### config.mk
export PLATFORM = sky130hd
export DESIGN_NAME = debounce_scan_ctrl_flat
export DESIGN_NICKNAME = d
export VERILOG_FILES = /design/src/rtl/debounce_scan_ctrl_if.sv /design/src/rtl/debounce_scan_ctrl.sv /design/src/flat_wrapper.sv
export SDC_FILE = /design/constraint.sdc
export NUM_CORES = 1
export LEC_CHECK = 0
export BUFFER_PORTS_ARGS = -buffer_cell sky130_fd_sc_hd__buf_2
export CORE_UTILIZATION = 50
export CTS_CLUSTER_SIZE = 25
export DETAILED_ROUTE_END_ITERATION = 8
export HOLD_SLACK_MARGIN = 0.06
export PLACE_DENSITY = 0.81
export SLEW_MARGIN = 20
export SYNTH_ARGS = -nofsm -noshare
export SYNTH_HDL_FRONTEND = slang
export SYNTH_SLANG_ARGS = --single-unit
### constraint.sdc
create_clock -name clk -period 2.35 [get_ports clk]
set_clock_uncertainty 0.1 [all_clocks]
set_input_delay 0.47 -clock clk [delete_from_list [all_inputs] [get_ports clk]]
set_output_delay 0.47 -clock clk [all_outputs]
set_load 0.005 [all_outputs]
### src/rtl/debounce_scan_ctrl_if.sv
`default_nettype none
// ============================================================================
// Module   : debounce_scan_ctrl_if
// Brief    : Raw inputs and debounced level/edge/status bundle for the scanner.
// Revision : 1.0
// ============================================================================
interface debounce_scan_ctrl_if #(
   parameter int N_CH = 6
);
   logic [N_CH-1:0] raw;
   logic            enable;
   logic [N_CH-1:0] debounced;
   logic [N_CH-1:0] rise;
   logic [N_CH-1:0] fall;
   logic            scan_busy;
   logic            scan_done;

   modport master (
      output raw, enable,
      input  debounced, rise, fall, scan_busy, scan_done
   );

   modport slave (
      input  raw, enable,
      output debounced, rise, fall, scan_busy, scan_done
   );
endinterface
`default_nettype wire

### src/rtl/debounce_scan_ctrl.sv
`default_nettype none
// ============================================================================
// Module   : debounce_scan_ctrl
// Brief    : Round-robin debouncer sharing one compare engine over N_CH inputs.
// Revision : 1.0
// ============================================================================
module debounce_scan_ctrl #(
   parameter int N_CH       = 6,
   parameter int TICK_DIV   = 1000,
   parameter int STABLE_CNT = 8
) (
   input  logic                 clk,
   input  logic                 reset,
   debounce_scan_ctrl_if.slave  bus
);
   localparam int CHW = (N_CH > 1) ? $clog2(N_CH) : 1;
   localparam int PW  = $clog2(TICK_DIV);
   localparam int CW  = $clog2(STABLE_CNT + 1);

   localparam logic [CHW-1:0] c_last_ch    = CHW'(N_CH - 1);
   localparam logic [PW-1:0]  c_presc_last = PW'(TICK_DIV - 1);
   localparam logic [CW-1:0]  c_cnt_last   = CW'(STABLE_CNT - 1);

   typedef enum logic [1:0] {
      ST_IDLE = 2'd0,
      ST_SCAN = 2'd1,
      ST_DONE = 2'd2
   } state_t;

   state_t          r_state;
   logic [N_CH-1:0] r_sync1;
   logic [N_CH-1:0] r_sync2;
   logic [PW-1:0]   r_presc;
   logic [CHW-1:0]  r_ch;
   logic            r_pending;
   logic [CW-1:0]   r_cnt [N_CH];
   logic [N_CH-1:0] r_debounced;
   logic [N_CH-1:0] r_rise;
   logic [N_CH-1:0] r_fall;
   logic            r_busy;
   logic            r_done;

   logic w_tick;
   logic w_s;

   assign w_tick = bus.enable && (r_presc == c_presc_last);
   assign w_s    = r_sync2[r_ch];

   always_ff @(posedge clk) begin
      if (reset) begin
         r_state     <= ST_IDLE;
         r_sync1     <= '0;
         r_sync2     <= '0;
         r_presc     <= '0;
         r_ch        <= '0;
         r_pending   <= 1'b0;
         r_debounced <= '0;
         r_rise      <= '0;
         r_fall      <= '0;
         r_busy      <= 1'b0;
         r_done      <= 1'b0;
         for (int i = 0; i < N_CH; i++) begin
            r_cnt[i] <= '0;
         end
      end else begin
         r_sync1 <= bus.raw;
         r_sync2 <= r_sync1;
         r_rise  <= '0;
         r_fall  <= '0;

         if (!bus.enable || w_tick) begin
            r_presc <= '0;
         end else begin
            r_presc <= r_presc + 1'b1;
         end

         case (r_state)
            ST_IDLE: begin
               if (w_tick || r_pending) begin
                  r_state   <= ST_SCAN;
                  r_ch      <= '0;
                  r_pending <= 1'b0;
                  r_busy    <= 1'b1;
               end
            end
            ST_SCAN: begin
               // A sample that agrees with the current level restarts qualification.
               if (w_s == r_debounced[r_ch]) begin
                  r_cnt[r_ch] <= '0;
               end else if (r_cnt[r_ch] == c_cnt_last) begin
                  r_debounced[r_ch] <= w_s;
                  r_cnt[r_ch]       <= '0;
                  if (w_s) begin
                     r_rise[r_ch] <= 1'b1;
                  end else begin
                     r_fall[r_ch] <= 1'b1;
                  end
               end else begin
                  r_cnt[r_ch] <= r_cnt[r_ch] + 1'b1;
               end

               if (r_ch == c_last_ch) begin
                  r_state <= ST_DONE;
                  r_done  <= 1'b1;
               end else begin
                  r_ch <= r_ch + 1'b1;
               end
               if (w_tick) begin
                  r_pending <= 1'b1;
               end
            end
            ST_DONE: begin
               r_state <= ST_IDLE;
               r_done  <= 1'b0;
               r_busy  <= 1'b0;
               if (w_tick) begin
                  r_pending <= 1'b1;
               end
            end
            default: begin
               r_state <= ST_IDLE;
               r_busy  <= 1'b0;
               r_done  <= 1'b0;
            end
         endcase

         if (!bus.enable) begin
            r_pending <= 1'b0;
         end
      end
   end

   assign bus.debounced = r_debounced;
   assign bus.rise      = r_rise;
   assign bus.fall      = r_fall;
   assign bus.scan_busy = r_busy;
   assign bus.scan_done = r_done;

endmodule
`default_nettype wire

### src/flat_wrapper.sv
// flat-port wrapper written by rule: the top's interface ports become plain ports
module debounce_scan_ctrl_flat 
#(
   parameter int N_CH       = 6,
   parameter int TICK_DIV   = 1000,
   parameter int STABLE_CNT = 8
)
  (clk, reset, bus_raw, bus_enable, bus_debounced, bus_rise, bus_fall, bus_scan_busy, bus_scan_done);
  debounce_scan_ctrl_if #(.N_CH(N_CH)) bus_i ();
  input  logic clk;
  input  logic reset;
  input wire logic [$bits(bus_i.raw)-1:0] bus_raw;
  input wire logic [$bits(bus_i.enable)-1:0] bus_enable;
  output wire logic [$bits(bus_i.debounced)-1:0] bus_debounced;
  output wire logic [$bits(bus_i.rise)-1:0] bus_rise;
  output wire logic [$bits(bus_i.fall)-1:0] bus_fall;
  output wire logic [$bits(bus_i.scan_busy)-1:0] bus_scan_busy;
  output wire logic [$bits(bus_i.scan_done)-1:0] bus_scan_done;
  assign bus_i.raw = bus_raw;
  assign bus_i.enable = bus_enable;
  assign bus_debounced = bus_i.debounced;
  assign bus_rise = bus_i.rise;
  assign bus_fall = bus_i.fall;
  assign bus_scan_busy = bus_i.scan_busy;
  assign bus_scan_done = bus_i.scan_done;
  debounce_scan_ctrl #(.N_CH(N_CH), .TICK_DIV(TICK_DIV), .STABLE_CNT(STABLE_CNT)) u_core (.clk(clk), .reset(reset), .bus(bus_i));
endmodule
# == Word-level counts from Yosys, hierarchy flattened ==
# Memory sizes are Yosys's and may differ from the RTL's. A register that Yosys moved wholly into a read port is not among the register bits.
# Index checks and enable logic that the tools add are counted.
# totals
word_cells,98
out_inout_bits,20
register_bits,48
in_bits,9
n_memories,1
ram_bits,24
# mem_list
memory,words,word_bits,read_ports,rd_ports_with_merged_regs,wr,line,rtl
u_core.r_cnt,6,4,1,1,6,debounce_scan_ctrl.sv:36,logic [CW-1:0] r_cnt [N_CH];
# classes
n_reduce_logical,20
muxes,43
n_addsub,3
magnitude_cmp,2
n_eq_ne,10
bitwise,8
# op_table
op,count
two-way mux 1 bit,24
two-way mux 3 bit,5
two-way mux 4 bit,3
adder 10 x 1 -> 10 bit (second input constant),1
equality test 10 bit (second input constant),1
OR reduction 5 bit,2
AND reduction 3 bit,3
binary-select mux 1 bit (select 3 bit),2
bitwise mux 6 bit,1
!= test 2 x 1 -> 1 bit (second input constant),3
inverter 1 bit,6
case mux 1 bit (2 select lines),3
case mux 3 bit (2 select lines),1
AND reduction 2 bit,3
OR reduction 2 bit,3
adder 4 x 1 -> 4 bit (second input constant),1
equality test 4 x 3 -> 1 bit (second input constant),1
< comparator 3 x 4 -> 1 bit (second input constant),1
two-way mux 2 bit,2
case mux 2 bit (2 select lines),1
nonzero test 2 bit,2
OR reduction 4 bit,1
adder 3 x 1 -> 3 bit (second input constant),1
demux 1 bit (select 3 bit),1
other kinds (11),14

# == Depth between registers and ports, before layout ==
# Gate-level depths: netlist of run 1.
# depth
word_depth,11
depth_mapped,9

# == Worst setup path before layout of run 1 ==
# Ideal clock, no wire load.
# synth_path
kind,register to register
from,register (tool-made name)
to,memory u_core.r_cnt[4][3] (netlist name) (data pin)
setup_slack_ns,0.119
stages_incl_launch_ff,10
synth_period_minus_slack_ns,2.231
arrival_time_ns,1.990
required_time_ns,2.109
path_cell_list,dfxtp_1 -> buf_6 -> mux4_1 -> mux2i_1 -> inv_1 -> ha_1 -> nor2_1 -> mux2_2 -> nand3_1 -> nor2_1
# synth_lines
item,line
"end, declared",debounce_scan_ctrl.sv:36

==> impl_metrics.toml, run 1 <==
[status]
status = "finished, final reports clean"

[timing]
fmax_mhz = 434
worst_slew_pin_slew_ps = 464
rsz0062_at_grt = "true"
final_hold_viol_count = 0
period_share = 0.980
whs_ps = 223
slew_headroom = 0.689
setup-violations-final = 0
slew_viol_final = 0
finalCriticalPeriod_ps = 2300

[drt]
wl_met1_mm = 3.08
drc = 0
dr_wl_met2_mm = 3.84
avgRoutedWirePerCell_um = 15.8
vias_per_cell = 5.36
ant_nets = 0
initialDrtViolationCount = 171
vias = 2510
met3_wirelength_um = 346
first_pass_iters = 4
dr.max_layer_used = "met4"
totalWireLength_mm = 7.42

[final_layout]
nFillCells = 524
nNetsFinal = 382
diodes = 0
drive_gt1_frac = 0.266
final_cells = 468
syn_to_final_growth_pct = 17.6

[grt]
grt_pass1_wl_mm = 11.8
grt_max_degree = 16
antenna_found_initial = 0
overflow = 0
grt_pass1_vias = 2508
grt_use_total = 0.216

[worst_setup_path]
cp_max_fo = 7
critPathArrivalTime_ps = 2320
cp-end-kind = "flip-flop"
start_kind = "flip-flop"
crit_type = "reg2reg"
cp.required_ps = 2370

[synth]
syn-instance-count = 325
ys_seq_area_frac = 0.565
syn_nets = 340
synth_edf_count = 32
yosys_warnings = 0
ys_types = 47
synth_seq_cells = 83
syn_area_sq_mm = 0.00351
post_synth.cell_area_avg_sq_um = 10.8
postSynth.asyncResetShare = 0
ys.flop_type = "dfxtp_1"

[floorplan]
row_count = 30
start_util = 0.516
die_h_um = 85.7
io_pins = 29
dieArea_sq_mm = 0.00735
die_w_um = 85.7
core_sq_mm = 0.00679

[power]
p_sw_frac = 0.224
switching_power_w = 0.000592
pwr-share-clk = 0.387
powerDensity_mw_per_mm2 = 641
max-vdd-ir-drop_uv = 408
p_leak_nw = 1.56
intPower_w = 0.00205
seqPwrFrac = 0.576
power_w = 0.00264
p_comb_frac = 0.037

[clocking]
cts_tree = "done"
htree_levels = 3
clockRootBuffer = "clkbuf_8"
clkLatencyLatePin_ps = 360
numCtsBuffers = 9
clockBufferDepth = 2
cts_num_sinks = 83
clk_pin_slew_worst_paths_ps = 90

[place]
gp_congestion = 0.889
dpl.cell_count = 451
hpwlAfterDp_mm = 5.15
port_buffers = 28

[min_path]
hp-class = "in2reg"

[run]
cap_violations = 0
==> cell usage after synthesis (2+ instances only) <==
cell type,n,share of area
dfxtp_1,51,0.29
nor2_1,46,0.049
edfxtp_1,32,0.27
nand2_1,25,0.027
inv_1,16,0.017
nor2b_1,14,0.025
nor3_1,14,0.020
nand3_1,13,0.019
a21oi_1,12,0.017
clkbuf_1,11,0.012
o21ai_0,9,0.013
mux2i_1,7,0.020
ha_1,6,0.021
xor2_1,6,0.015
or3_1,5,0.0089
and4_1,4,0.010
mux4_1,4,0.030
a211oi_1,3,0.0064
and2_1,3,0.0054
and3_1,3,0.0054
buf_2,3,0.0043
mux4_2,3,0.019
a221oi_1,2,0.0050
a31oi_1,2,0.0036
and3_2,2,0.0043
buf_6,2,0.0064
mux2_2,2,0.0064
nand2b_1,2,0.0036
nand4_1,2,0.0036
nor4_2,2,0.0071
o211ai_1,2,0.0043
xnor2_1,2,0.0050
==> cells in the final DEF, fill, tap and decap left out, types with 11 or more instances in the layout <==
cell type,count
buf_4,19
nor2b_1,14
nand3_1,11
inv_1,15
nor3_1,14
nand2_1,25
edfxtp_1,32
buf_2,28
dfxtp_1,47
nor2_1,43
a21oi_1,11
==> power by group through the flow <==
stage / registers (W) / logic, W / clock network, W
CTS: 0.00152 / 0.0000919 / 0.00104
floorplan: 0.00155 / 0.0000622 / 0
global placement: 0.00155 / 0.0000868 / 0
finish: 0.00152 / 0.0000974 / 0.00102
detailed placement: 0.00156 / 0.0000901 / 0
global route: 0.00153 / 0.000107 / 0.00109
==> worst paths after layout <==
kind / from / endpoint / slack (ps) / cells after the start
setup reg to reg: flip-flop / u_core.r_cnt[4][3] / 50 / 7
hold / removal: bus_raw[1] / u_core.r_sync1[1] / 220 / 2
setup / recovery: flip-flop / u_core.r_cnt[4][3] / 50 / 7
hold reg to reg: u_core.r_sync1[3] / u_core.r_sync2[3] / 340 / 1
==> final cells by class <==
type,instances,area [sq um],share of cell area
repair buffers,48,303,0.0735
well taps,96,120,0.0291
clock buffers,9,124,0.0301
clock inverters,7,72.6,0.0176
inverters,16,60.1,0.0146
multi-input cells,209,1460,0.353
flip-flops and latches,83,1990,0.482
==> state kept, by name, summed over array words and instances (netlist names), 3 cells and up, named ones only <==
name and count:
u_core.r_cnt 32, u_core.r_presc 10, u_core.bus.rise 6, u_core.bus.debounced 6, u_core.r_sync1 6, u_core.bus.fall 6, u_core.r_sync2 6, u_core.r_ch 3
==> worst max-delay path, cell delays in order (launching register included) <==
cell	delay, ps
dfxtp_2	350
buf_12	130
mux4_2	510
mux2_4	290
nor3b_2	180
mux2_4	320
nand3_4	130
nor2_1	60
==> metal layers <==
layer	track usage	vias up
met5	0	-
met4	0.106	0
met3	0.0462	12
met2	0.370	60
met1	0.258	1207
li1	-	1231
==> per-stage QoR <==
stage	area [sq um]	setup slack, ps	util	setup TNS, ps
final	4120	46.2	0.607	0
after global routing	4120	-35.8	0.607	-180
after CTS	4060	9.53	0.597	0
after detailed placement	3840	-137	0.565	-2500
after global placement	3840	26.2	0.565	0
after floorplan	3510	119	-	0
==> kinds of logic (layout without fill, tap and decap cells) <==
family	after synthesis	in the layout	share of synthesized area
mux	17	17	0.0799
flops	83	83	0.565
compound gates	37	37	0.0678
buf+inv	33	80	0.0407
simple gates	140	140	0.200
fa+ha+maj	6	6	0.0214
xor+xnor	9	9	0.0246
==> what timing repair did <==
action / CTS / global route
pin swaps: 1 / 1
gates resized for setup: 7 / 20
endpoints found under the setup margin: 37 / 29
setup buffers: 1 / 0
hold buffers: 0 / 0
No activity file was read; power rests on OpenSTA's default activity.
==> inputs of run 2 (changes only) <==
- CTS_BUF_LIST: unset -> sky130_fd_sc_hd__clkbuf_16
==> impl_metrics.toml, run 2 (synthesis results as in run 1) <==
[final_layout]
drive_gt1_frac = 0.277
final_common_cell = "dfxtp_1"
top_regs = "u_core.r_cnt (32), u_core.r_presc (10)"
nFillCells = 502
final_cells = 468
top_register = "u_core.r_cnt"
diodes = 0
nNetsFinal = 382
syn_to_final_growth_pct = 21.3
final_cell_mix = "dfxtp_1, nor2_1, edfxtp_1"
largest_register_ffs = 32

[grt]
grt_max_degree = 16
antenna_found_initial = 0
overflow = 0
grt_pass1_vias = 2552
grt_pass1_wl_mm = 12.2
grt_use_total = 0.223

[power]
power_w = 0.00304
switching_power_w = 0.000649
p_sw_frac = 0.214
intPower_w = 0.00239
p_leak_nw = 1.63
seqPwrFrac = 0.502
max-vdd-ir-drop_uv = 472
pwr-share-clk = 0.463
p_comb_frac = 0.034
powerDensity_mw_per_mm2 = 714

[place]
hpwlAfterDp_mm = 5.15
port_buffers = 28
dpl.cell_count = 451
gp_congestion = 0.889

[drt]
vias_per_cell = 5.57
totalWireLength_mm = 7.75
drc = 0
avgRoutedWirePerCell_um = 16.6
ant_nets = 0
initialDrtViolationCount = 230
vias = 2608
first_pass_iters = 5

[timing]
rsz0062_at_grt = "true"
period_share = 0.989
worst_slew_pin_slew_ps = 457
slew_viol_final = 0
setup_tns_ps = 0
slew_headroom = 0.694
final_hold_viol_count = 0
fmax_mhz = 430
finalCriticalPeriod_ps = 2320
setup-violations-final = 0

[clocking]
cts_hold_buffers = 0
cts_tree = "done"
htree_levels = 3
clockRootBuffer = "clkbuf_16"
numCtsBuffers = 9
clockBufferDepth = 2
clkLatencyLatePin_ps = 340
clk_pin_slew_worst_paths_ps = 70
cts_num_sinks = 83

[min_path]
whs_endpoint = "u_core.r_sync1[4]"
hp-class = "in2reg"
worstHoldStart = "bus_raw[4]"
hold_depth = 2

[worst_setup_path]
regToRegEndpoint = "u_core.r_cnt[4][3]"
worstRegToRegCells = 7
start_kind = "flip-flop"
cp.required_ps = 2340
crit_chain = "buf_12, mux4_2, mux2_4, nor3b_4, mux2_4, nand3_4, nor2_2"
slowest_delay_ps = 510
critPathArrivalTime_ps = 2310
crit_slowest_cell = "mux4_2"
cp_max_fo = 7
reg2reg_setup_slack_ps = 30
crit_type = "reg2reg"
crit_buf_inv = 1
crit_family = "multiplexers"
crit_path_frequent_cell = "mux2_4"
cp-end-kind = "flip-flop"

[floorplan]
io_pins = 29
row_count = 30
start_util = 0.516
dieArea_sq_mm = 0.00735
die_h_um = 85.7
core_sq_mm = 0.00679
die_w_um = 85.7

[run]
cap_violations = 0

[status]
status = "finished, final reports clean"
[run 2: cell type report]
cell class / instances / area, sq um / share of cell area
repair buffers: 48 / 303 / 0.0712
clock inverters: 7 / 72.6 / 0.0171
clock buffers: 9 / 225 / 0.0530
inverters: 16 / 60.1 / 0.0141
flip-flops and latches: 83 / 1990 / 0.467
well taps: 96 / 120 / 0.0282
multi-input cells: 209 / 1490 / 0.350
[run 2: metrics by stage]
step / cell area (sq um) / util / setup slack, ps / hold WS, ps
2_1_floorplan: 3510 / - / 119 / 314
3_3_place_gp: 3840 / 0.565 / 26.2 / 319
3_5_place_dp: 3840 / 0.565 / -137 / 324
4_1_cts: 4160 / 0.612 / 13.5 / 241
5_1_grt: 4250 / 0.626 / -50.4 / 255
6_report: 4250 / 0.626 / 25.2 / 247
[run 2: worst max-delay path by stage]
stage | cells past startpoint | endpoint
CTS | 7 | u_core.bus.debounced[5]
global route | 8 | u_core.r_cnt[4][3]
finish | 7 | u_core.r_cnt[4][3]
detailed placement | 9 | u_core.r_cnt[1][3]
global placement | 8 | u_core.r_cnt[4][3]
floorplan | 9 | u_core.r_cnt[4][3]
[run 2: metal layers]
layer  track usage  wire [um]  vias to the layer above
met3        0.0346        365                       13
met2         0.387       4020                      103
li1              -          -                     1234
met1         0.268       3230                     1258
met5             0          0                        -
met4         0.117        131                        0
[run 2: power groups by stage]
stage                     Combinational [W]  Clock, W  Sequential (W)
after floorplan                   0.0000622         0         0.00155
after global placement            0.0000868         0         0.00155
after detailed placement          0.0000901         0         0.00156
after CTS                         0.0000932   0.00141         0.00152
after global routing               0.000115   0.00147         0.00153
final                              0.000104   0.00141         0.00153
[run 2: repair_timing]
action                                  4_1_cts  5_1_grt
endpoints found under the setup margin       41       43
pin swaps                                     1        5
gates resized for setup                       7       26
buffers inserted                              1        0
gates cloned                                  0        0
==> inputs of run 3 (changes only) <==
--- a/config.mk
+++ b/config.mk
@@ -8,3 +8,6 @@
 export BUFFER_PORTS_ARGS = -buffer_cell sky130_fd_sc_hd__buf_2
-export CORE_UTILIZATION = 50
+export CELL_PAD_IN_SITES_DETAIL_PLACEMENT = 0
+export CELL_PAD_IN_SITES_GLOBAL_PLACEMENT = 1
+export CORE_MARGIN = 5
+export CORE_UTILIZATION = 42
 export CTS_BUF_LIST = sky130_fd_sc_hd__clkbuf_16
@@ -13,3 +16,3 @@
 export HOLD_SLACK_MARGIN = 0.06
-export PLACE_DENSITY = 0.81
+export PLACE_DENSITY = 0.84
 export SLEW_MARGIN = 20
--- a/constraint.sdc
+++ b/constraint.sdc
@@ -4,2 +4,2 @@
 set_output_delay 0.47 -clock clk [all_outputs]
-set_load 0.005 [all_outputs]
+set_load 0.05 [all_outputs]
==> impl_metrics.toml, run 3 (synthesis results as in run 1) <==
[floorplan]
die_h_um = 101
start_util = 0.429
io_pins = 29
die_w_um = 101
row_count = 33
dieArea_sq_mm = 0.0103
core_sq_mm = 0.00818

[grt]
overflow = 0
antenna_found_initial = 0
grt_pass1_wl_mm = 11.8
grt_pass1_vias = 2445
grt_max_degree = 18
grt_use_total = 0.148

[clocking]
clkLatencyLatePin_ps = 330
numCtsBuffers = 9
clockBufferDepth = 2
cts_tree = "done"
cts_hold_buffers = 0
clk_pin_slew_worst_paths_ps = 60
cts_num_sinks = 83
clockRootBuffer = "clkbuf_16"
htree_levels = 3

[timing]
worst_slew_pin_slew_ps = 471
setup-violations-final = 0
slew_headroom = 0.685
whs_ps = 240
finalCriticalPeriod_ps = 2310
fmax_mhz = 433
final_hold_viol_count = 0
rsz0062_at_grt = "true"
period_share = 0.984
slew_viol_final = 0
setup_tns_ps = 0

[drt]
avgRoutedWirePerCell_um = 14.8
drc = 0
initialDrtViolationCount = 156
vias_per_cell = 5.07
first_pass_iters = 4
ant_nets = 0
vias = 2478
totalWireLength_mm = 7.22

[final_layout]
largest_register_ffs = 32
drive_gt1_frac = 0.276
top_regs = "u_core.r_cnt (32), u_core.r_presc (10)"
top_register = "u_core.r_cnt"
nFillCells = 732
final_cell_mix = "dfxtp_1, nor2_1, edfxtp_1"
final_common_cell = "dfxtp_1"
utilization = 0.529
nNetsFinal = 394
syn_to_final_growth_pct = 23.4
regArea_sq_mm = 0.00198
fin_area_sq_mm = 0.00433
diodes = 0
multi_input_area_sq_mm = 0.00144

[worst_setup_path]
cp.required_ps = 2450
crit_slowest_cell = "mux4_1"
cp-end-kind = "flip-flop"
crit_chain = "buf_12, mux4_1, mux2i_1, inv_1, ha_4, nand2_2, and3_2, and4_1"
reg2reg_setup_slack_ps = 40
cp_max_fo = 7
worstRegToRegCells = 8
critPathArrivalTime_ps = 2410
slowest_delay_ps = 550
regToRegEndpoint = "u_core.r_cnt[1][1]"
crit_type = "reg2reg"
start_kind = "flip-flop"

[min_path]
whs_endpoint = "u_core.r_sync1[5]"
hp-class = "in2reg"
hold_depth = 2
worstHoldStart = "bus_raw[5]"

[place]
port_buffers = 28
gp_congestion = 0.886
hpwlAfterDp_mm = 5.25
placed_cell_area_sq_mm = 0.00393

[power]
max-vdd-ir-drop_uv = 492
p_leak_nw = 1.68
powerDensity_mw_per_mm2 = 707

[run]
cap_violations = 0

[status]
status = "finished, final reports clean"
## run 3: final cells by class
type | instances | area share
repair buffers | 60 | 0.0937
flip-flops and latches | 83 | 0.459
clock buffers | 9 | 0.0521
clock inverters | 7 | 0.0191
inverters | 16 | 0.0139
multi-input cells | 209 | 0.332
well taps | 105 | 0.0304
## run 3: power breakdown
part	internal (W)	switching, W
Sequential	0.00152	0.00000970
Clock	0.000842	0.000591
Combinational	0.0000430	0.0000569
## run 3: metal layers
| layer | vias to the layer above | track usage | part of all wire |
|---|---|---|---|
| met5 | - | 0 | 0 |
| met4 | 0 | 0.0440 | 0.014 |
| met3 | 11 | 0.0406 | 0.049 |
| met2 | 59 | 0.237 | 0.49 |
| met1 | 1153 | 0.198 | 0.45 |
| li1 | 1255 | - | - |
## run 3: critical path, delay by kind of cell (launching register included)
family	cells	cell delay (ps)
multiplexers	2	770
buffers and inverters	2	240
adder cells (fa/ha/maj)	1	190
flip-flops	1	350
AND/OR/NAND/NOR	3	530
## run 3: how the worst max path moves through the flow
stage,start,end,cells past startpoint
floorplan,flip-flop,u_core.r_cnt[4][3],9
global placement,flip-flop,u_core.r_cnt[4][3],8
detailed placement,flip-flop,u_core.r_cnt[0][3],8
CTS,flip-flop,u_core.r_cnt[5][2],7
global route,flip-flop,u_core.r_cnt[3][3],9
finish,flip-flop,u_core.r_cnt[1][1],8
## run 3: stage by stage
stage,power [W],setup WS [ps],cells
finish,0.00306,38.7,489
global route,0.00317,-102,489
CTS,0.00308,4.08,487
detailed placement,0.00165,-92.0,469
global placement,0.00164,8.80,469
floorplan,0.00161,119,325
## run 3: what timing repair did
| action | CTS | global route |
|---|---|---|
| gates resized for setup | 2 | 17 |
| buffers inserted | 2 | 2 |
| pin swaps | 1 | 5 |
| setup endpoints to repair | 32 | 46 |
